<file path="config.mk">
export PLATFORM = sky130hd
export DESIGN_NAME = check_scoreboard
export DESIGN_NICKNAME = d
export VERILOG_FILES = /design/src/rtl/check_scoreboard_pkg.sv /design/src/rtl/check_log_fifo.sv /design/src/rtl/check_scoreboard.sv
export SDC_FILE = /design/constraint.sdc
export NUM_CORES = 2
export LEC_CHECK = 0
export ABC_CLOCK_PERIOD_IN_PS = 8950
export CORE_UTILIZATION = 64
export CTS_CLUSTER_DIAMETER = 30
export CTS_CLUSTER_SIZE = 12
export DETAILED_ROUTE_END_ITERATION = 8
export DONT_BUFFER_PORTS = 1
export HOLD_SLACK_MARGIN = 0.06
export PLACE_DENSITY = 0.8
export RECOVER_POWER = 25
export SLEW_MARGIN = 5
export SYNTH_ARGS = -nofsm -noshare
export SYNTH_HDL_FRONTEND = slang
export SYNTH_SLANG_ARGS = --single-unit
export TNS_END_PERCENT = 50
</file>
<file path="constraint.sdc">
create_clock -name clk -period 8.95 [get_ports clk]
set_input_delay 1.79 -clock clk [delete_from_list [all_inputs] [get_ports clk]]
set_output_delay 1.79 -clock clk [all_outputs]
set_load 0.1 [all_outputs]
</file>
<file path="src/rtl/check_scoreboard_pkg.sv">
// Shared types and helpers for the check scoreboard.
// - log_entry_t: one failure-log record {ch, tag, expected, actual}, sized for the
//   largest supported configuration; narrower instances zero-extend into it.
// - state_e:     RUN/FROZEN control state.
// - sat_add:     saturating add clipped to an arbitrary counter width.
package check_scoreboard_pkg;

  // Log record field widths cover N_CH <= 16, TAG_W <= 16 and DATA_W <= 32.
  localparam int unsigned LogChW   = 4;
  localparam int unsigned LogTagW  = 16;
  localparam int unsigned LogDataW = 32;
  localparam int unsigned CntMaxW  = 32;

  typedef struct packed {
    logic [LogChW-1:0]   ch;
    logic [LogTagW-1:0]  tag;
    logic [LogDataW-1:0] expected;
    logic [LogDataW-1:0] actual;
  } log_entry_t;

  typedef enum logic {
    StRun,
    StFrozen
  } state_e;

  // Returns min(a + b, 2**width - 1); width must be 1..CntMaxW.
  function automatic logic [CntMaxW-1:0] sat_add(input logic [CntMaxW-1:0] a,
                                                 input logic [CntMaxW-1:0] b,
                                                 input int unsigned        width);
    logic [CntMaxW:0] sum;
    logic [CntMaxW:0] lim;
    sum = {1'b0, a} + {1'b0, b};
    lim = ((CntMaxW+1)'(1) << width) - (CntMaxW+1)'(1);
    if (sum > lim) begin
      return lim[CntMaxW-1:0];
    end
    return sum[CntMaxW-1:0];
  endfunction

endpackage

</file>
<file path="src/rtl/check_log_fifo.sv">
// Synchronous FIFO of failure-log records.
// Ports: clk/rst_n, clear_i (synchronous flush), push_i/wdata_i/full_o,
//        pop_i/rdata_o/empty_o. rdata_o is the head entry, forced to zero when empty.
// A push while full is accepted only if a pop happens in the same cycle.
module check_log_fifo
  import check_scoreboard_pkg::*;
#(
  parameter int unsigned LOG_DEPTH = 16
) (
  input  logic       clk,
  input  logic       rst_n,
  input  logic       clear_i,
  input  logic       push_i,
  input  log_entry_t wdata_i,
  output logic       full_o,
  input  logic       pop_i,
  output log_entry_t rdata_o,
  output logic       empty_o
);

  localparam int unsigned AddrW = $clog2(LOG_DEPTH);
  localparam logic [AddrW:0] PtrOne = (AddrW+1)'(1);

  log_entry_t       mem_q [LOG_DEPTH];
  // Extra MSB distinguishes full from empty when the address bits match.
  logic [AddrW:0]   wptr_q, wptr_d;
  logic [AddrW:0]   rptr_q, rptr_d;
  logic             do_push, do_pop;

  assign empty_o = (wptr_q == rptr_q);
  assign full_o  = (wptr_q[AddrW] != rptr_q[AddrW]) &&
                   (wptr_q[AddrW-1:0] == rptr_q[AddrW-1:0]);
  assign do_pop  = pop_i & ~empty_o;
  assign do_push = push_i & (~full_o | do_pop);

  always_comb begin
    wptr_d = wptr_q;
    rptr_d = rptr_q;
    if (clear_i) begin
      wptr_d = '0;
      rptr_d = '0;
    end else begin
      if (do_push) wptr_d = wptr_q + PtrOne;
      if (do_pop)  rptr_d = rptr_q + PtrOne;
    end
  end

  always_ff @(posedge clk or negedge rst_n) begin
    if (!rst_n) begin
      wptr_q <= '0;
      rptr_q <= '0;
    end else begin
      wptr_q <= wptr_d;
      rptr_q <= rptr_d;
    end
  end

  always_ff @(posedge clk) begin
    if (do_push && !clear_i) begin
      mem_q[wptr_q[AddrW-1:0]] <= wdata_i;
    end
  end

  assign rdata_o = empty_o ? '0 : mem_q[rptr_q[AddrW-1:0]];

endmodule

</file>
<file path="src/rtl/check_scoreboard.sv">
// Multi-channel expected/actual checker with saturating pass/fail/drop counters
// and a drainable failure log.
// Ports:
//   clk, rst_n           clock, asynchronous active-low reset
//   clear_i              synchronous clear of counters, log and freeze
//   chk_*_i              per-channel valid / expected / actual / mask / tag
//   pass/fail/drop_count_o, frozen_o, all_pass_o   summary outputs
//   log_valid_o/log_ready_i + log_ch/tag/expected/actual_o   log head handshake
module check_scoreboard
  import check_scoreboard_pkg::*;
#(
  parameter int unsigned  N_CH         = 4,
  parameter int unsigned  DATA_W       = 32,
  parameter int unsigned  TAG_W        = 16,
  parameter int unsigned  LOG_DEPTH    = 16,
  parameter int unsigned  CNT_W        = 32,
  parameter bit           STOP_ON_FAIL = 1'b0,
  localparam int unsigned CH_W         = (N_CH > 1) ? $clog2(N_CH) : 1
) (
  input  logic                     clk,
  input  logic                     rst_n,
  input  logic                     clear_i,
  input  logic [N_CH-1:0]          chk_valid_i,
  input  logic [N_CH*DATA_W-1:0]   chk_expected_i,
  input  logic [N_CH*DATA_W-1:0]   chk_actual_i,
  input  logic [N_CH*DATA_W-1:0]   chk_mask_i,
  input  logic [N_CH*TAG_W-1:0]    chk_tag_i,
  output logic [CNT_W-1:0]         pass_count_o,
  output logic [CNT_W-1:0]         fail_count_o,
  output logic [CNT_W-1:0]         drop_count_o,
  output logic                     frozen_o,
  output logic                     all_pass_o,
  output logic                     log_valid_o,
  input  logic                     log_ready_i,
  output logic [CH_W-1:0]          log_ch_o,
  output logic [TAG_W-1:0]         log_tag_o,
  output logic [DATA_W-1:0]        log_expected_o,
  output logic [DATA_W-1:0]        log_actual_o
);

  state_e             state_q, state_d;
  logic [CNT_W-1:0]   pass_q, pass_d;
  logic [CNT_W-1:0]   fail_q, fail_d;
  logic [CNT_W-1:0]   drop_q, drop_d;

  logic               run;
  logic [N_CH-1:0]    pass_vec, fail_vec;
  logic [CntMaxW-1:0] n_pass, n_fail, n_drop;
  logic               any_fail;
  logic [CH_W-1:0]    sel_ch;
  logic [TAG_W-1:0]   sel_tag;
  logic [DATA_W-1:0]  sel_exp, sel_act;

  logic               fifo_full, fifo_empty, fifo_push, fifo_pop;
  log_entry_t         wr_entry, head;
  logic               unused_head;

  // Frozen state masks every compare so nothing further is counted or logged.
  assign run = (state_q == StRun);

  always_comb begin : compare
    pass_vec = '0;
    fail_vec = '0;
    for (int i = 0; i < N_CH; i++) begin
      if (chk_valid_i[i] && run) begin
        if (|((chk_expected_i[i*DATA_W +: DATA_W] ^ chk_actual_i[i*DATA_W +: DATA_W]) &
              chk_mask_i[i*DATA_W +: DATA_W])) begin
          fail_vec[i] = 1'b1;
        end else begin
          pass_vec[i] = 1'b1;
        end
      end
    end
  end

  // Popcounts plus lowest-index failing channel selection.
  always_comb begin : tally
    n_pass   = '0;
    n_fail   = '0;
    any_fail = 1'b0;
    sel_ch   = '0;
    sel_tag  = '0;
    sel_exp  = '0;
    sel_act  = '0;
    for (int i = 0; i < N_CH; i++) begin
      n_pass = n_pass + CntMaxW'(pass_vec[i]);
      n_fail = n_fail + CntMaxW'(fail_vec[i]);
      if (fail_vec[i] && !any_fail) begin
        any_fail = 1'b1;
        sel_ch   = CH_W'(i);
        sel_tag  = chk_tag_i[i*TAG_W +: TAG_W];
        sel_exp  = chk_expected_i[i*DATA_W +: DATA_W];
        sel_act  = chk_actual_i[i*DATA_W +: DATA_W];
      end
    end
  end

  // A same-cycle pop frees a slot, so a full log still accepts the write.
  assign log_valid_o = ~fifo_empty;
  assign fifo_pop    = log_valid_o & log_ready_i & ~clear_i;
  assign fifo_push   = any_fail & (~fifo_full | fifo_pop) & ~clear_i;
  assign n_drop      = n_fail - CntMaxW'(fifo_push);

  always_comb begin
    wr_entry          = '0;
    wr_entry.ch       = LogChW'(sel_ch);
    wr_entry.tag      = LogTagW'(sel_tag);
    wr_entry.expected = LogDataW'(sel_exp);
    wr_entry.actual   = LogDataW'(sel_act);
  end

  check_log_fifo #(
    .LOG_DEPTH (LOG_DEPTH)
  ) u_log_fifo (
    .clk     (clk),
    .rst_n   (rst_n),
    .clear_i (clear_i),
    .push_i  (fifo_push),
    .wdata_i (wr_entry),
    .full_o  (fifo_full),
    .pop_i   (fifo_pop),
    .rdata_o (head),
    .empty_o (fifo_empty)
  );

  // Head is all-zero while empty, so these outputs read 0 when log_valid_o is low.
  assign log_ch_o       = CH_W'(head.ch);
  assign log_tag_o      = TAG_W'(head.tag);
  assign log_expected_o = DATA_W'(head.expected);
  assign log_actual_o   = DATA_W'(head.actual);
  assign unused_head    = ^head;

  always_comb begin
    state_d = state_q;
    pass_d  = pass_q;
    fail_d  = fail_q;
    drop_d  = drop_q;
    if (clear_i) begin
      state_d = StRun;
      pass_d  = '0;
      fail_d  = '0;
      drop_d  = '0;
    end else begin
      pass_d = CNT_W'(sat_add(CntMaxW'(pass_q), n_pass, CNT_W));
      fail_d = CNT_W'(sat_add(CntMaxW'(fail_q), n_fail, CNT_W));
      drop_d = CNT_W'(sat_add(CntMaxW'(drop_q), n_drop, CNT_W));
      // The failing cycle itself is still counted and logged above.
      if (STOP_ON_FAIL && any_fail) begin
        state_d = StFrozen;
      end
    end
  end

  always_ff @(posedge clk or negedge rst_n) begin
    if (!rst_n) begin
      state_q <= StRun;
      pass_q  <= '0;
      fail_q  <= '0;
      drop_q  <= '0;
    end else begin
      state_q <= state_d;
      pass_q  <= pass_d;
      fail_q  <= fail_d;
      drop_q  <= drop_d;
    end
  end

  assign pass_count_o = pass_q;
  assign fail_count_o = fail_q;
  assign drop_count_o = drop_q;
  assign frozen_o     = (state_q == StFrozen);
  assign all_pass_o   = (fail_q == '0) && (pass_q != '0);

endmodule

</file>
Word-level counts from Yosys, hierarchy flattened

Memories as Yosys holds them, arrays and structs flattened.
Cells that the tools add are included.

Order comparisons: 3
Equal/unequal tests: 3
Add/subtract/negate cells: 12
Mux-type cells: 57
Reduce and logical (&&, ||, !) cells: 18
Bitwise logic cells: 19

Operators by type and width:

| kind                                                             | count |
|---|---|
| 2-to-1 mux 32 bit                                                | 17 |
| AND 32 bit                                                       | 4 |
| OR reduction 32 bit                                              | 4 |
| bitwise XOR 32 bit                                               | 4 |
| greater-than comparator 33 x 32 -> 1 bit (second input constant) | 3 |
| 2-to-1 mux 82 bit                                                | 1 |
| adder 32 x 4 -> 33 bit                                           | 2 |
| 2-to-1 mux 16 bit                                                | 4 |
| adder 32 x 32 -> 33 bit                                          | 1 |
| logical NOT 32 bit                                               | 1 |
| nonzero test 32 bit                                              | 1 |
| 2-to-1 mux 1 bit                                                 | 29 |
| 2-to-1 mux 5 bit                                                 | 4 |
| adder 5 x 1 -> 5 bit (second input constant)                     | 2 |
| adder 3 x 1 -> 4 bit                                             | 2 |
| adder 2 x 1 -> 3 bit                                             | 2 |
| AND 1 bit                                                        | 6 |
| logical AND 1 bit                                                | 6 |
| equality test 5 bit                                              | 1 |
| subtractor 4 x 1 -> 5 bit                                        | 1 |
| adder 1 x 1 -> 2 bit                                             | 2 |
| equality test 4 bit                                              | 1 |
| logical NOT 1 bit                                                | 4 |
| 2-to-1 mux 2 bit                                                 | 2 |
| 4 further kinds                                                  | 8 |

Bits of input ports: 456
Output and inout bits: 181
Memory bits (writable): 1312
Memories kept: 1
Bits in registers: 106
Word-level logic and storage cells: 118

Memory list:

| name             | depth | width | read ports | clocked after Yosys merged registers in | write ports | line                 | RTL |
|---|---|---|---|---|---|---|---|
| u_log_fifo.mem_q | 16    | 82    | 1          | 0                                       | 1           | check_log_fifo.sv:24 | `log_entry_t mem_q [LOG_DEPTH];` |

Depth between registers and ports, before layout

Depth after elaboration: 24
Depth in mapped cells: 27
Gate-level depth less buffers: 24

By module

Synthesis repeated with hierarchy kept, for this count alone.

Cells, all modules: 3487
Area total of the unflattened synthesis: 61196.2 um^2

Modules (own cells, without submodules):

| module           | cells an instance | sequential area each (um^2) | instances | area an instance (um^2) |
|---|---|---|---|---|
| check_log_fifo   | 2151              | 40608.9                     | 1         | 50920.1 |
| check_scoreboard | 1336              | 2402.3                      | 1         | 10276.1 |

Least setup slack after synthesis

Ideal clock, no wire load.

Path type: input to register
From: input port chk_actual_i[25]
To: register drop_q[30] (netlist: drop_count_o[30])
Arrival: 6957 ps
Setup slack: 1853 ps
Cell stages on the path: 27
Data required time: 8810 ps
Path buffers: 4
Library setup time: 140 ps
Cell sequence: xor2_1 -> a22oi_1 -> nand4_1 -> nor4_1 -> nor2b_1 -> clkbuf_1 -> clkbuf_1 -> inv_1 -> fa_1 -> inv_1 -> ha_1 -> inv_1 -> ha_1 -> inv_1 -> ha_1 -> ha_1 -> ha_1 -> clkbuf_1 -> a21o_1 -> a21o_1 -> a21oi_1 -> a21oi_1 -> o31ai_1 -> o21ai_0 -> o21ai_1 -> buf_4 -> o32ai_1

Cells in the longest elaborated chain, start to end: 24
Elaborated cells between the ends (all ways): 27
Classes of those cells: add/sub: 5; order compare: 1; mux: 10; bitwise: 4; reduce/logical: 7

RTL lines:

| item                                     | line                       | RTL |
|---|---|---|
| from (decl)                              | check_scoreboard.sv:25     | `input logic [N_CH*DATA_W-1:0] chk_actual_i,` |
| bitwise XOR 32 bit *                     | check_scoreboard.sv:66     | `if (\|((chk_expected_i[i*DATA_W +: DATA_W] ^ chk_actual_i[i*DATA_W +: DATA_W]) &` |
| AND 32 bit *                             | check_scoreboard.sv:66     |  |
| OR reduction 32 bit *                    | check_scoreboard.sv:66     |  |
| 2-to-1 mux 1 bit *                       | check_scoreboard.sv:66     |  |
| 2-to-1 mux 1 bit *                       | check_scoreboard.sv:65     | `if (chk_valid_i[i] && run) begin` |
| 2-to-1 mux 1 bit                         | check_scoreboard.sv:88     | `if (fail_vec[i] && !any_fail) begin` |
| logical NOT 1 bit                        | check_scoreboard.sv:88     |  |
| logical AND 1 bit                        | check_scoreboard.sv:88     |  |
| (+9 left out)                            | -                          |  |
| subtractor 4 x 1 -> 5 bit *              | check_scoreboard.sv:102    | `assign n_drop = n_fail - CntMaxW'(fifo_push);` |
| adder 32 x 32 -> 33 bit *                | check_scoreboard_pkg.sv:32 | `sum = {1'b0, a} + {1'b0, b};` |
| greater-than comparator 33 x 32 -> 1 bit | check_scoreboard_pkg.sv:34 | `if (sum > lim) begin` |
| 2-to-1 mux 1 bit                         | check_scoreboard_pkg.sv:34 |  |
| 2-to-1 mux 1 bit                         | check_scoreboard.sv:138    | `if (clear_i) begin` |
| 2-to-1 mux 32 bit *                      | check_scoreboard_pkg.sv:37 | `return sum[CntMaxW-1:0];` |
| 2-to-1 mux 32 bit *                      | check_scoreboard.sv:138    |  |
| named net drop_d[30]                     | check_scoreboard.sv:44     | `logic [CNT_W-1:0] drop_q, drop_d;` |
| to (signal assigned)                     | check_scoreboard.sv:164    | `drop_q <= drop_d;` |
| to (decl)                                | check_scoreboard.sv:44     |  |

The timed path passes the listed nets; every way through them passes the cells marked *. The select of a mux whose other input is x is not followed.
A chain may end at the register's enable or synchronous reset.

Final worst setup path

From: input port chk_actual_i[94]
To: memory u_log_fifo.mem_q[7][1] (netlist name) (data pin)

Cells in the longest elaborated chain, start to end: 10
Elaborated cells between the ends (all ways): 11
Classes of those cells: mux: 5; bitwise: 2; reduce/logical: 4

RTL lines:

| item                  | line                   | RTL |
|---|---|---|
| bitwise XOR 32 bit *  | check_scoreboard.sv:66 |  |
| AND 32 bit *          | check_scoreboard.sv:66 |  |
| OR reduction 32 bit * | check_scoreboard.sv:66 |  |
| 2-to-1 mux 1 bit *    | check_scoreboard.sv:66 |  |
| 2-to-1 mux 1 bit *    | check_scoreboard.sv:65 |  |
| logical AND 1 bit *   | check_scoreboard.sv:88 |  |
| 2-to-1 mux 1 bit      | check_scoreboard.sv:88 |  |
| logical NOT 1 bit     | check_scoreboard.sv:88 |  |
| logical AND 1 bit     | check_scoreboard.sv:88 |  |
| 2-to-1 mux 32 bit *   | check_scoreboard.sv:88 |  |
| named net sel_act[1]  | check_scoreboard.sv:52 | `logic [DATA_W-1:0] sel_exp, sel_act;` |
| to (decl)             | check_log_fifo.sv:24   |  |

The timed path passes the listed nets; every way through them passes the cells marked *.

==> flow_summary.toml <==
[outcome]
status = "finished, violations left"
violations = "design-rule violations, max-capacitance violations, max-slew violations"

[finish]
area_delta_synth_final_pct = 17.3
mostFrequentLayoutCells = "1,312 x edfxtp_1, 410 x mux4_2, 219 x clkbuf_16"
drive_above_1_share_pct = 29.8
fin_area_um2 = 71100
final_common_cell = "edfxtp_1"
final_nets = 4078

[route]
vias = 38800
drt_iter0_drc = 6857
ant_nets = 0
routed_wl_um = 217000
dr.pass1.iters = 9
vias_per_cell = 7.68
wl_per_cell_um = 43.1
drc_errors = 1

[timing]
setup_viol = 0
min_period_over_period_pct = 98.8
period_needed_ps = 8840
max_freq_mhz = 113
slew_violations = 672
rsz0062_at_grt = "false"
hold_viol = 0
worstMarginPinSlew_ps = 3390
setup_tns_ps = 0
relSlewSlack_pct = -128
clock_skew_ps = 66.9

[synth]
syn_avg_cell_area_um2 = 18.4
synth_edf_count = 1312
yosys_warnings = 0
synth_ff_type = "edfxtp_1"
ys_seq_elements = 1418
syn-num-nets = 3806
syn_area_um2 = 60600
seq_area_frac_synth_pct = 69.4
synth.distinct_cells = 64
syn_inst = 3294
async_flop_share_pct = 7.48

[placed_design]
placed_cell_area_um2 = 63700
gp_congestion = 0.948
dp_hpwl_um = 122000
io_buffer_count = 0

[worst_setup_path]
cp_slowest_stage_delay_ps = 2580
crit_path_top_delay_cell = "o21ai_0"
worstPathMaxFanout = 17
worstPathRequired_ps = 9110
crit_type = "primary input to register"
worstPathArrival_ps = 9000
end_kind = "register"
cp-start-kind = "primary input"
path_cells = "xor2_1 -> a22oi_1 -> nand4_1 -> o41ai_4 -> inv_1 -> o21ai_0 -> a31oi_1"

[cts]
cts_sinks = 1418
ctsResizeCount = 0
root_buffer = "clkbuf_16"
cts_tree = "done"
cts_buffers = 216
htreeDepth = 4
path_clk_slew_ps = 50
cts_hold_buf = 0
clk_path_buf_depth = 3
clock_latency_ps = 830
post_cts_buffers = 0

[run]
drv_cap = 36

[power_and_ir_drop]
power.leakage_nw = 23.6
p_total_mw = 20.9
peakVddDrop_v = 0.000194
p_per_area_nw_per_um2 = 293

[worst_hold_path]
hp-class = "register to register"

[grt]
antenna_found_initial = 47
grt_overflow = 0
track_usage_pct = 45.7
grt_pass1_vias = 38300
grt_max_degree = 170
grt_pass1_wl_um = 296000

[floorplan]
die_w_um = 310
dieHeight_um = 310
fp-row-count = 112
dieArea_um2 = 96000
start_util_pct = 64.8
core_um2 = 93600
ios = 637
[through the flow]
step	util [%]	instances	hold WS (ps)	setup slack (ps)
2_1_floorplan	-	3294	525	1850
3_3_place_gp	68.1	4600	546	194
3_5_place_dp	68.1	4601	606	259
4_1_cts	76.1	5008	666	995
5_1_grt	75.9	5029	683	272
6_report	75.9	5046	666	109
[flip-flops by register name, summed over array words and instances, names as in the netlist]
register and cells:
u_log_fifo.rptr_q 5, pass_count_o 32, u_log_fifo.wptr_q 5, u_log_fifo.mem_q 1312
drop_count_o 32, fail_count_o 32
[Yosys cell counts (all sizes together) (3+ instances only)]
cell / count / area [µm²]
edfxtp: 1312 / 39400
mux4: 410 / 9230
xor2: 181 / 1590
nand2: 143 / 542
a21oi: 130 / 651
clkbuf: 118 / 443
dfrtp: 106 / 2650
nor2b: 94 / 588
a31oi: 85 / 532
nand3b: 81 / 608
o22ai: 81 / 507
buf: 66 / 333
a22oi: 64 / 480
nor2: 56 / 220
ha: 50 / 626
nand4: 40 / 263
inv: 38 / 143
xnor2: 36 / 315
and3: 29 / 181
nor4: 25 / 178
nand3: 23 / 120
o21ai: 22 / 114
a21o: 21 / 158
nor3: 13 / 75.1
a211oi: 7 / 52.6
fa: 6 / 120
and2: 5 / 31.3
o21a: 5 / 37.5
and4: 4 / 35.0
mux2i: 4 / 40.0
o211ai: 4 / 35.0
o31ai: 4 / 30.0
nand2b: 3 / 18.8
o2111ai: 3 / 26.3
o221ai: 3 / 26.3
[where the power goes]
part	total [mW]	internal (mW)	switching, mW
clock network	8.67	5.29	3.38
registers	7.87	7.51	0.355
logic	4.32	1.32	3.00
total	20.9	14.1	6.74
[critical path, delay by kind of cell]
kind,cells,cell delay (ps)
and+or+nand+nor,1,830
AOI/OAI and AO/OA,4,5880
buffers and inverters,1,320
xor gates and xnor gates,1,140
[per-layer routing]
| layer | vias to the layer above | wire length [µm] | global-route usage [%] | share of wire, % |
|---|---|---|---|---|
| met3 | 1103 | 38200 | 23.5 | 18 |
| met1 | 19000 | 63900 | 51.7 | 29 |
| met5 | - | 511 | 6.62 | 0.24 |
| li1 | 14100 | - | - | - |
| met2 | 4422 | 95900 | 67.1 | 44 |
| met4 | 44 | 18700 | 31.3 | 8.6 |
[logic make-up (layout without fill, tap and decap cells)]
family	Yosys count	count (layout)	synth area share (%)
XOR/XNOR	217	217	3.13
other	1	38	0.00619
AND/OR/NAND/NOR	521	521	4.78
multiplexers	416	416	15.3
adder cells (fa/ha/maj)	56	56	1.23
buffers and inverters	222	683	1.51
AO/OA/AOI/OAI	443	443	4.64
flip-flops	1418	1418	69.4
[area by class of cell]
type / count / area, µm²
antenna: 37 / 92.6
clock buffer: 242 / 5590
clock inverter: 165 / 1890
fill: 4831 / 22500
inverter: 38 / 143
multi-input combinational: 1654 / 18000
sequential: 1418 / 42100
tap: 1254 / 1570
timing repair buffer: 238 / 1770
[path summary, 6_finish.rpt]
path	slack, ps	start	cells past startpoint	endpoint
max	110	chk_actual_i[94]	7	u_log_fifo.mem_q[7][1]
min	670	u_log_fifo.wptr_q[1]	2	u_log_fifo.wptr_q[1]
max reg2reg	2500	u_log_fifo.rptr_q[3]	7	u_log_fifo.mem_q[11][50]
min reg2reg	670	u_log_fifo.wptr_q[1]	2	u_log_fifo.wptr_q[1]
max in group asynchronous	8040	rst_n	0	u_log_fifo.rptr_q[0]
min in group asynchronous	710	rst_n	0	fail_count_o[9]
Note: power is estimated with default switching activity, not from simulation.
